[src/rtl/alu_exec_unit.sv]
// EX-stage execution unit: ALU-control decode plus a registered ALU, with
// iterative shift-add multiply and restoring divide that stall the pipeline.
module alu_exec_unit #(
  parameter int WIDTH = 32
) (
  input  logic             clk_i,
  input  logic             rst_i,
  input  logic             valid_i,
  input  logic             flush_i,
  input  logic [1:0]       ALUOp_i,
  input  logic [5:0]       funct_i,
  input  logic [WIDTH-1:0] data1_i,
  input  logic [WIDTH-1:0] data2_i,
  output logic [2:0]       ALUCtrl_o,
  output logic [WIDTH-1:0] result_o,
  output logic             zero_o,
  output logic             valid_o,
  output logic             stall_o,
  output logic             illegal_o
);

  localparam int CNT_W = (WIDTH > 1) ? $clog2(WIDTH) : 1;
  localparam logic [CNT_W-1:0] CNT_LAST = CNT_W'(WIDTH - 1);

  localparam logic [2:0] CTRL_AND  = 3'b000;
  localparam logic [2:0] CTRL_OR   = 3'b001;
  localparam logic [2:0] CTRL_ADD  = 3'b010;
  localparam logic [2:0] CTRL_MUL  = 3'b011;
  localparam logic [2:0] CTRL_DIVU = 3'b100;
  localparam logic [2:0] CTRL_SUB  = 3'b110;
  localparam logic [2:0] CTRL_SLT  = 3'b111;

  typedef enum logic {IDLE, BUSY} state_t;

  state_t             state_reg, state_next;
  logic [CNT_W-1:0]   cnt_reg, cnt_next;
  logic [WIDTH-1:0]   result_reg, result_next;
  logic               valid_reg, valid_next;
  logic               illegal_reg, illegal_next;
  // a_reg: multiplicand (shifted left) or dividend/quotient shift register.
  // b_reg: multiplier (shifted right) or divisor.
  // acc_reg: product accumulator or partial remainder.
  logic [WIDTH-1:0]   a_reg, a_next;
  logic [WIDTH-1:0]   b_reg, b_next;
  logic [WIDTH-1:0]   acc_reg, acc_next;
  logic               div_reg, div_next;

  logic [2:0]         ctrl_dec;
  logic               funct_ok;
  logic               illegal_dec;
  logic               is_multi;
  logic [WIDTH-1:0]   single_result;
  logic               stall_req;

  logic [WIDTH-1:0]   mul_addend;
  logic [WIDTH:0]     rem_shift;
  logic [WIDTH:0]     rem_diff;
  logic [WIDTH-1:0]   a_step, b_step, acc_step, step_result;

  // ---------------------------------------------------------------- decode
  always_comb begin
    ctrl_dec = CTRL_ADD;
    funct_ok = 1'b1;
    case (ALUOp_i)
      2'b00: ctrl_dec = CTRL_ADD;
      2'b01: ctrl_dec = CTRL_SUB;
      2'b10: ctrl_dec = CTRL_OR;
      default: begin
        case (funct_i)
          6'b100000: ctrl_dec = CTRL_ADD;
          6'b100010: ctrl_dec = CTRL_SUB;
          6'b100100: ctrl_dec = CTRL_AND;
          6'b100101: ctrl_dec = CTRL_OR;
          6'b101010: ctrl_dec = CTRL_SLT;
          6'b011000: ctrl_dec = CTRL_MUL;
          6'b011011: ctrl_dec = CTRL_DIVU;
          default: begin
            ctrl_dec = CTRL_ADD;
            funct_ok = 1'b0;
          end
        endcase
      end
    endcase
  end

  assign illegal_dec = ~funct_ok;
  // Divide-by-zero short-circuits to the single-cycle path.
  assign is_multi = (ctrl_dec == CTRL_MUL) |
                    ((ctrl_dec == CTRL_DIVU) & (|data2_i));

  // ------------------------------------------------------ single-cycle ALU
  always_comb begin
    single_result = data1_i + data2_i;
    case (ctrl_dec)
      CTRL_AND:  single_result = data1_i & data2_i;
      CTRL_OR:   single_result = data1_i | data2_i;
      CTRL_SUB:  single_result = data1_i - data2_i;
      CTRL_SLT:  single_result = {{(WIDTH-1){1'b0}},
                                  ($signed(data1_i) < $signed(data2_i))};
      CTRL_DIVU: single_result = {WIDTH{1'b1}};
      default:   single_result = data1_i + data2_i;
    endcase
  end

  // ------------------------------------------------- iterative step datapath
  for (genvar gi = 0; gi < WIDTH; gi++) begin : g_mul_addend
    assign mul_addend[gi] = a_reg[gi] & b_reg[0];
  end

  assign rem_shift = {acc_reg, a_reg[WIDTH-1]};
  assign rem_diff  = rem_shift - {1'b0, b_reg};

  always_comb begin
    a_step      = a_reg;
    b_step      = b_reg;
    acc_step    = acc_reg;
    step_result = acc_reg;
    if (div_reg) begin
      // Restoring step: keep the difference only when it did not go negative.
      acc_step    = rem_diff[WIDTH] ? rem_shift[WIDTH-1:0] : rem_diff[WIDTH-1:0];
      a_step      = {a_reg[WIDTH-2:0], ~rem_diff[WIDTH]};
      step_result = a_step;
    end else begin
      acc_step    = acc_reg + mul_addend;
      a_step      = {a_reg[WIDTH-2:0], 1'b0};
      b_step      = {1'b0, b_reg[WIDTH-1:1]};
      step_result = acc_step;
    end
  end

  // ------------------------------------------------- FSM next-state/outputs
  always_comb begin
    state_next   = state_reg;
    cnt_next     = cnt_reg;
    result_next  = result_reg;
    valid_next   = 1'b0;
    illegal_next = 1'b0;
    a_next       = a_reg;
    b_next       = b_reg;
    acc_next     = acc_reg;
    div_next     = div_reg;
    stall_req    = 1'b0;

    if (flush_i) begin
      state_next = IDLE;
      cnt_next   = '0;
    end else if (state_reg == IDLE) begin
      if (valid_i) begin
        illegal_next = illegal_dec;
        if (is_multi) begin
          state_next = BUSY;
          cnt_next   = '0;
          a_next     = data1_i;
          b_next     = data2_i;
          acc_next   = '0;
          div_next   = (ctrl_dec == CTRL_DIVU);
          stall_req  = 1'b1;
        end else begin
          result_next = single_result;
          valid_next  = 1'b1;
        end
      end
    end else begin
      a_next   = a_step;
      b_next   = b_step;
      acc_next = acc_step;
      cnt_next = cnt_reg + CNT_W'(1);
      if (cnt_reg == CNT_LAST) begin
        state_next  = IDLE;
        cnt_next    = '0;
        result_next = step_result;
        valid_next  = 1'b1;
      end else begin
        stall_req = 1'b1;
      end
    end
  end

  always_ff @(posedge clk_i or posedge rst_i) begin
    if (rst_i) begin
      state_reg   <= IDLE;
      cnt_reg     <= '0;
      result_reg  <= '0;
      valid_reg   <= 1'b0;
      illegal_reg <= 1'b0;
      a_reg       <= '0;
      b_reg       <= '0;
      acc_reg     <= '0;
      div_reg     <= 1'b0;
    end else begin
      state_reg   <= state_next;
      cnt_reg     <= cnt_next;
      result_reg  <= result_next;
      valid_reg   <= valid_next;
      illegal_reg <= illegal_next;
      a_reg       <= a_next;
      b_reg       <= b_next;
      acc_reg     <= acc_next;
      div_reg     <= div_next;
    end
  end

  assign ALUCtrl_o = ctrl_dec;
  assign result_o  = result_reg;
  assign zero_o    = ~|result_reg;
  assign valid_o   = valid_reg;
  assign illegal_o = illegal_reg;
  assign stall_o   = stall_req & ~rst_i;

endmodule

[config.mk]
export PLATFORM = sky130hd
export DESIGN_NAME = alu_exec_unit
export DESIGN_NICKNAME = d
export VERILOG_FILES = /design/src/rtl/alu_exec_unit.sv
export SDC_FILE = /design/constraint.sdc
export NUM_CORES = 1
export LEC_CHECK = 0
export BUFFER_PORTS_ARGS = -buffer_cell sky130_fd_sc_hd__buf_2
export CAP_MARGIN = 10
export CORE_MARGIN = 3
export CORE_UTILIZATION = 40
export DETAILED_ROUTE_END_ITERATION = 16
export PLACE_DENSITY = 0.58
export SLEW_MARGIN = 20
export SYNTH_ARGS = -nofsm -noshare
export SYNTH_HDL_FRONTEND = slang
export SYNTH_SLANG_ARGS = --single-unit
[constraint.sdc]
create_clock -name clk_i -period 3.7 [get_ports clk_i]
set_input_delay 0.185 -clock clk_i [delete_from_list [all_inputs] [get_ports clk_i]]
set_output_delay 0.185 -clock clk_i [all_outputs]
set_load 0.02 [all_outputs]
# After elaboration in Yosys (flattened, before gate mapping)

Cells that the tools add are included.

$add $sub $neg: 5
$lt $le $gt $ge: 1
Eq/ne operators: 18
Muxes and demuxes: 41
Bitwise operators: 42
Reduce and logical (&&, ||, !) cells: 16

Operators by type and width:

| kind                                                                  | count |
|---|---|
| 32-bit 2-to-1 mux                                                     | 17 |
| 32-bit case mux with 5 select lines                                   | 1 |
| 32-bit adder                                                          | 2 |
| 32-bit OR reduction                                                   | 2 |
| 1-bit AND                                                             | 34 |
| 33-bit by 32-bit subtractor with 33-bit output                        | 1 |
| 32-bit AND                                                            | 1 |
| 32-bit less-than comparator                                           | 1 |
| 32-bit bitwise OR                                                     | 1 |
| 32-bit subtractor                                                     | 1 |
| 6-bit equality test, second input constant                            | 5 |
| 5-bit 2-to-1 mux                                                      | 5 |
| 3-bit case mux with 6 select lines                                    | 1 |
| 1-bit 2-to-1 mux                                                      | 16 |
| 6-bit by 5-bit equality test with 1-bit output, second input constant | 2 |
| 4-bit AND reduction                                                   | 3 |
| 3-bit equality test, second input constant                            | 3 |
| 3-bit case mux with 3 select lines                                    | 1 |
| 7-bit OR reduction                                                    | 1 |
| 3-bit nonzero test                                                    | 2 |
| 5-bit by 1-bit adder with 5-bit output, second input constant         | 1 |
| 5-bit equality test, second input constant                            | 1 |
| 1-bit NOT                                                             | 5 |
| 2-bit != test, second input constant                                  | 2 |
| other kinds (13)                                                      | 14 |

Register bits after elaboration: 137
Input bits: 76
Output and inout bits: 39
Word-level logic and storage cells: 132

# Longest topological paths before layout

Word-level depth: 11
Mapped depth: 15
Mapped depth without buffers: 14

# Worst setup path before layout

No wires, ideal clock.

Kind: input to output
From: in rst_i
To: out stall_o
Arrival time: 3529 ps
Data required time: 3515 ps
Slack: -14 ps
Cell stages on the path: 2
Path buffers: 0
Cells stage by stage: inv_1 > and2_1

Cells in the longest elaborated chain, start to end: 2

RTL lines:

| item               | RTL line | RTL |
|---|---|---|
| start: declaration | 7        | `input logic rst_i,` |
| 1-bit NOT          | 208      | `assign stall_o = stall_req & ~rst_i;` |
| 1-bit AND          | 208      |  |
| end: declaration   | 18       | `output logic stall_o,` |

No other way between the ends.

# Worst setup path in the final report

From: reg b_reg[0]
To: reg result_reg[25] (netlist: result_o[25])

Cells in the longest elaborated chain, start to end: 5
Elaborated cells between the ends (all ways): 30
Those cells by class: add/sub: 1; mux: 3; bitwise: 26

RTL lines:

| item                     | RTL line | RTL |
|---|---|---|
| start: declaration       | 44       | `logic [WIDTH-1:0] b_reg, b_next;` |
| start signal: assignment | 197      | `b_reg <= b_next;` |
| 1-bit AND                | 107      | `assign mul_addend[gi] = a_reg[gi] & b_reg[0];` |
| 32-bit adder (*)         | 124      | `acc_step = acc_reg + mul_addend;` |
| 32-bit 2-to-1 mux (*)    | 118      | `if (div_reg) begin` |
| 32-bit 2-to-1 mux (*)    | 168      | `if (cnt_reg == CNT_LAST) begin` |
| 32-bit 2-to-1 mux (*)    | 147      | `end else if (state_reg == IDLE) begin` |
| end signal: assignment   | 193      | `result_reg <= result_next;` |
| end: declaration         | 37       | `logic [WIDTH-1:0] result_reg, result_next;` |

Mark *: on every way between the ends. The rest lies on a longest branch, timed or not. The select of a mux whose other input is x is not followed.
A chain may end at the register's enable or synchronous reset.

==> results by group <==
STA
  • Setup-failing EPs final: 0
  • Final Hold Viols: 0
  • Ratio of final minimum period to clock period: 0.9847
  • Achievable Freq: 274.5 MHz
  • Worst hold slack: approximately 0.09 ns
  • Setup WS post-layout: around 0.057 ns
  • RSZ-0062 raised after global routing: true
  • Worst Tran Pin Value: about 1 ns
  • Min Tclk post-route: about 3.6 ns
  • Max-slew headroom: 0.3363
  • Setup TNS: 0 ns
  • Setup Skew: 0.01237 ns
  • Final Slew Violations: 0

Critical path
  • CP cell instances: buf_4 -> and2_1 -> ha_1 -> a211oi_1 -> nor4_1 -> nor2_1 -> o2bb2ai_1 -> a21oi_1 -> o41a_1 -> a41oi_1 -> xnor2_1 -> o21ai_0 -> nor2b_1
  • Cell family with most CP delay: compound AO/OA/AOI/OAI gates
  • WP data required: 4.02 ns
  • Critical path peak fanout: 8
  • CP endpoint kind: flip-flop
  • Worst Path Arrival: 3.96 ns
  • Critical Path Slowest Stage Cell: o41a_1
  • Critical path launch point type: flip-flop
  • Buffers and inverters on the worst path: 1
  • Type of the worst setup path: flip-flop to flip-flop
  • Worst stage delay on the critical path: about 0.45 ns

Clock tree
  • CTS H-tree lvls: 4
  • Clk sinks: about 140
  • Root buf cell: clkbuf_16
  • CTS tree: built
  • Clk slew on worst S/H paths: around 0.07 ns
  • TritonCTS buffer count: 17
  • Clock buffer depth: 2
  • Clk Latency, worst-skew pair: between 0.4 and 0.5 ns

Yosys
  • Synthesized net count: 2270
  • Seq/Total Area, Yosys: 0.2229
  • Mapped Area: about 0.015 sq mm
  • Synth Area per Inst: 7.586 sq um
  • Yosys cell types: 88
  • Flops & latches, synth: 137
  • Post-synth top flop: dfrtp_1
  • Synthesized instance count: roughly 2000
  • Post-synth EDFFs: 0
  • Synth async-reset ratio: 1.000
  • Ys Warns: 0

Die
  • Starting Density: 0.4075
  • Die width: slightly above 200 microns
  • Die area: ~0.04 sq mm
  • IO Count: 115
  • Area of the core: ~0.038 sq mm
  • Rows: between 70 and 80
  • Die Ht: 202.1 microns

Pwr
  • Switching Share: 0.3909
  • Comb pwr share: 0.375
  • PD cells: roughly 320 mW/mm^2
  • Clock network fraction of total power: 0.305
  • Post-route total power: between 5 and 6 mW
  • Register share of total power: 0.320
  • NetSw: about 2.2 mW
  • P_leak: about 8 nW
  • Int Power: ~3.4 mW
  • Worst VDD drop: 0.3236 mV

Route
  • Initial detailed-routing violation count: 1597
  • Residual DRC: 0
  • DRT Pass-1 Iters: 6
  • Routed Antenna Nets: 0
  • Vias: about 16000
  • Wire length per cell: ~22 microns
  • Post-Route WL: roughly 59000 microns
  • Via density: between 5 and 6

Final layout
  • Final Net Count: around 2400
  • Final core utilization: 0.4661
  • Layout cells sized above 1: 0.1275
  • Synth-to-Final Area Change: 14.39%
  • ANT cells: 0
  • Fillers: between 3000 and 4000
  • Design area: between 0.015 and 0.02 sq mm
  • Post-Layout Cell Count: ~2700

Place
  • Detailed Place HPWL: between 40000 and 50000 microns
  • Global placement routability congestion: between 0.9 and 1
  • Placed Cells incl. Taps: roughly 2600
  • Port Buf Inserts: 114
  • Placed Area: 0.01697 sq mm
  • Setup WS pre-CTS: around 0.025 ns

Hold path
  • Worst Hold Class: input port to flip-flop

Status
  • Status: completed

Global routing
  • Initial antenna violation count: 0
  • Vias in the first global route: approximately 15000
  • Tot GR Track Use: 0.2837
  • Congestion Overflow GR: 0
  • First-pass GRT wire length: about 91000 microns
  • Largest net degree at the start of global routing: between 80 and 90

Flow run
  • Max-cap violations: 0
-- cells by family (layout without fill, tap and decap cells) --
group,Yosys count,in the layout,share of synthesized area
AOI/OAI and AO/OA,727,727,0.3017
and+or+nand+nor,605,605,0.1883
buffers and inverters,250,387,0.06198
DFF,137,137,0.2229
muxes,79,79,0.05173
adders and majority gates,166,166,0.1370
xor gates and xnor gates,64,64,0.03644
-- cell type report --
| cell class | count | area (sq um) | area share |
|---|---|---|---|
| Clock buffer | 20 | 466.7 | 0.02652 |
| Clock inverter | 12 | 111.4 | 0.006328 |
| Inverter | 150 | 566.8 | 0.03221 |
| Multi-Input combinational cell | 1641 | 11060 | 0.6286 |
| Sequential cell | 137 | 3432 | 0.1950 |
| Tap cell | 511 | 639.4 | 0.03633 |
| Timing Repair Buffer | 205 | 1319 | 0.07494 |
-- cells in the mapped netlist, drive strengths merged, types with 35 or more instances --
master	count	area share
nand2	185	0.045
a21o	38	0.019
nor3	35	0.012
a21oi	210	0.068
o21ai	198	0.065
mux2i	75	0.049
and2	46	0.019
xnor2	35	0.020
ha	162	0.13
dfrtp	137	0.22
nand3	40	0.013
inv	148	0.036
clkbuf	87	0.021
nor2	154	0.038
-- worst min-delay path: stages --
cell and delay [ns]:
buf_2 0.12, mux2i_1 0.07, o21ai_1 0.11
-- placed cells by master (no fill, tap or decap), types with 9 or more instances in the layout --
master	instances
nor4_1	24
o21ai_0	111
mux2i_1	75
o21a_1	14
xor2_1	29
o31a_1	9
a21o_1	38
ha_1	162
nand3_1	40
o221ai_1	13
inv_1	144
and2_1	46
a31oi_1	19
a211oi_1	20
o21ai_1	86
nand2_1	185
nor2b_1	22
nand4_1	16
o22ai_1	19
buf_2	114
o211ai_1	22
a221o_1	13
clkbuf_16	17
o31ai_1	13
a22oi_1	16
o21bai_1	21
xnor2_1	34
nor2_1	151
buf_4	85
nor3_1	34
nand2b_1	26
and3_1	14
a21oi_1	210
a221oi_1	9
dfrtp_1	136
-- power by group through the flow --
stage	Clock [mW]	Combinational (mW)	Sequential (mW)
global route	1.78	2.30	1.81
finish	1.71	2.11	1.80
global placement	0	2.05	1.82
CTS	1.72	2.07	1.79
detailed placement	0	2.05	1.82
floorplan	0	1.26	1.83
-- timing repair --
item | 4_1_cts | 5_1_grt
hold endpoints to repair | 26 | 0
gates resized for setup | 1 | 4
hold buffers | 1 | 0
pin swaps | 0 | 3
setup buffers | 0 | 1
setup endpoints to repair | 1 | 11
-- path summary, 6_finish.rpt --
path,startpoint,to,slack [ns],cells after the start
worst max-delay path,b_reg[0],result_o[25],0.06,13
worst min-delay path,data1_i[28],a_reg[28],0.09,3
worst max register to register,b_reg[0],result_o[25],0.06,13
worst min register to register,cnt_reg[3],cnt_reg[3],0.49,1
max in group asynchronous,rst_i,result_o[30],2.37,4
min in group asynchronous,rst_i,acc_reg[29],0.44,3
-- routing by layer --
metal / track usage / vias to the layer above / share of wire
met1: 0.4071 / 7616 / 0.46
met3: 0.03414 / 108 / 0.065
li1: - / 7625 / -
met2: 0.4413 / 614 / 0.44
met4: 0.1007 / 0 / 0.035
met5: 0 / - / 0
(Power assumes the default switching activity.)
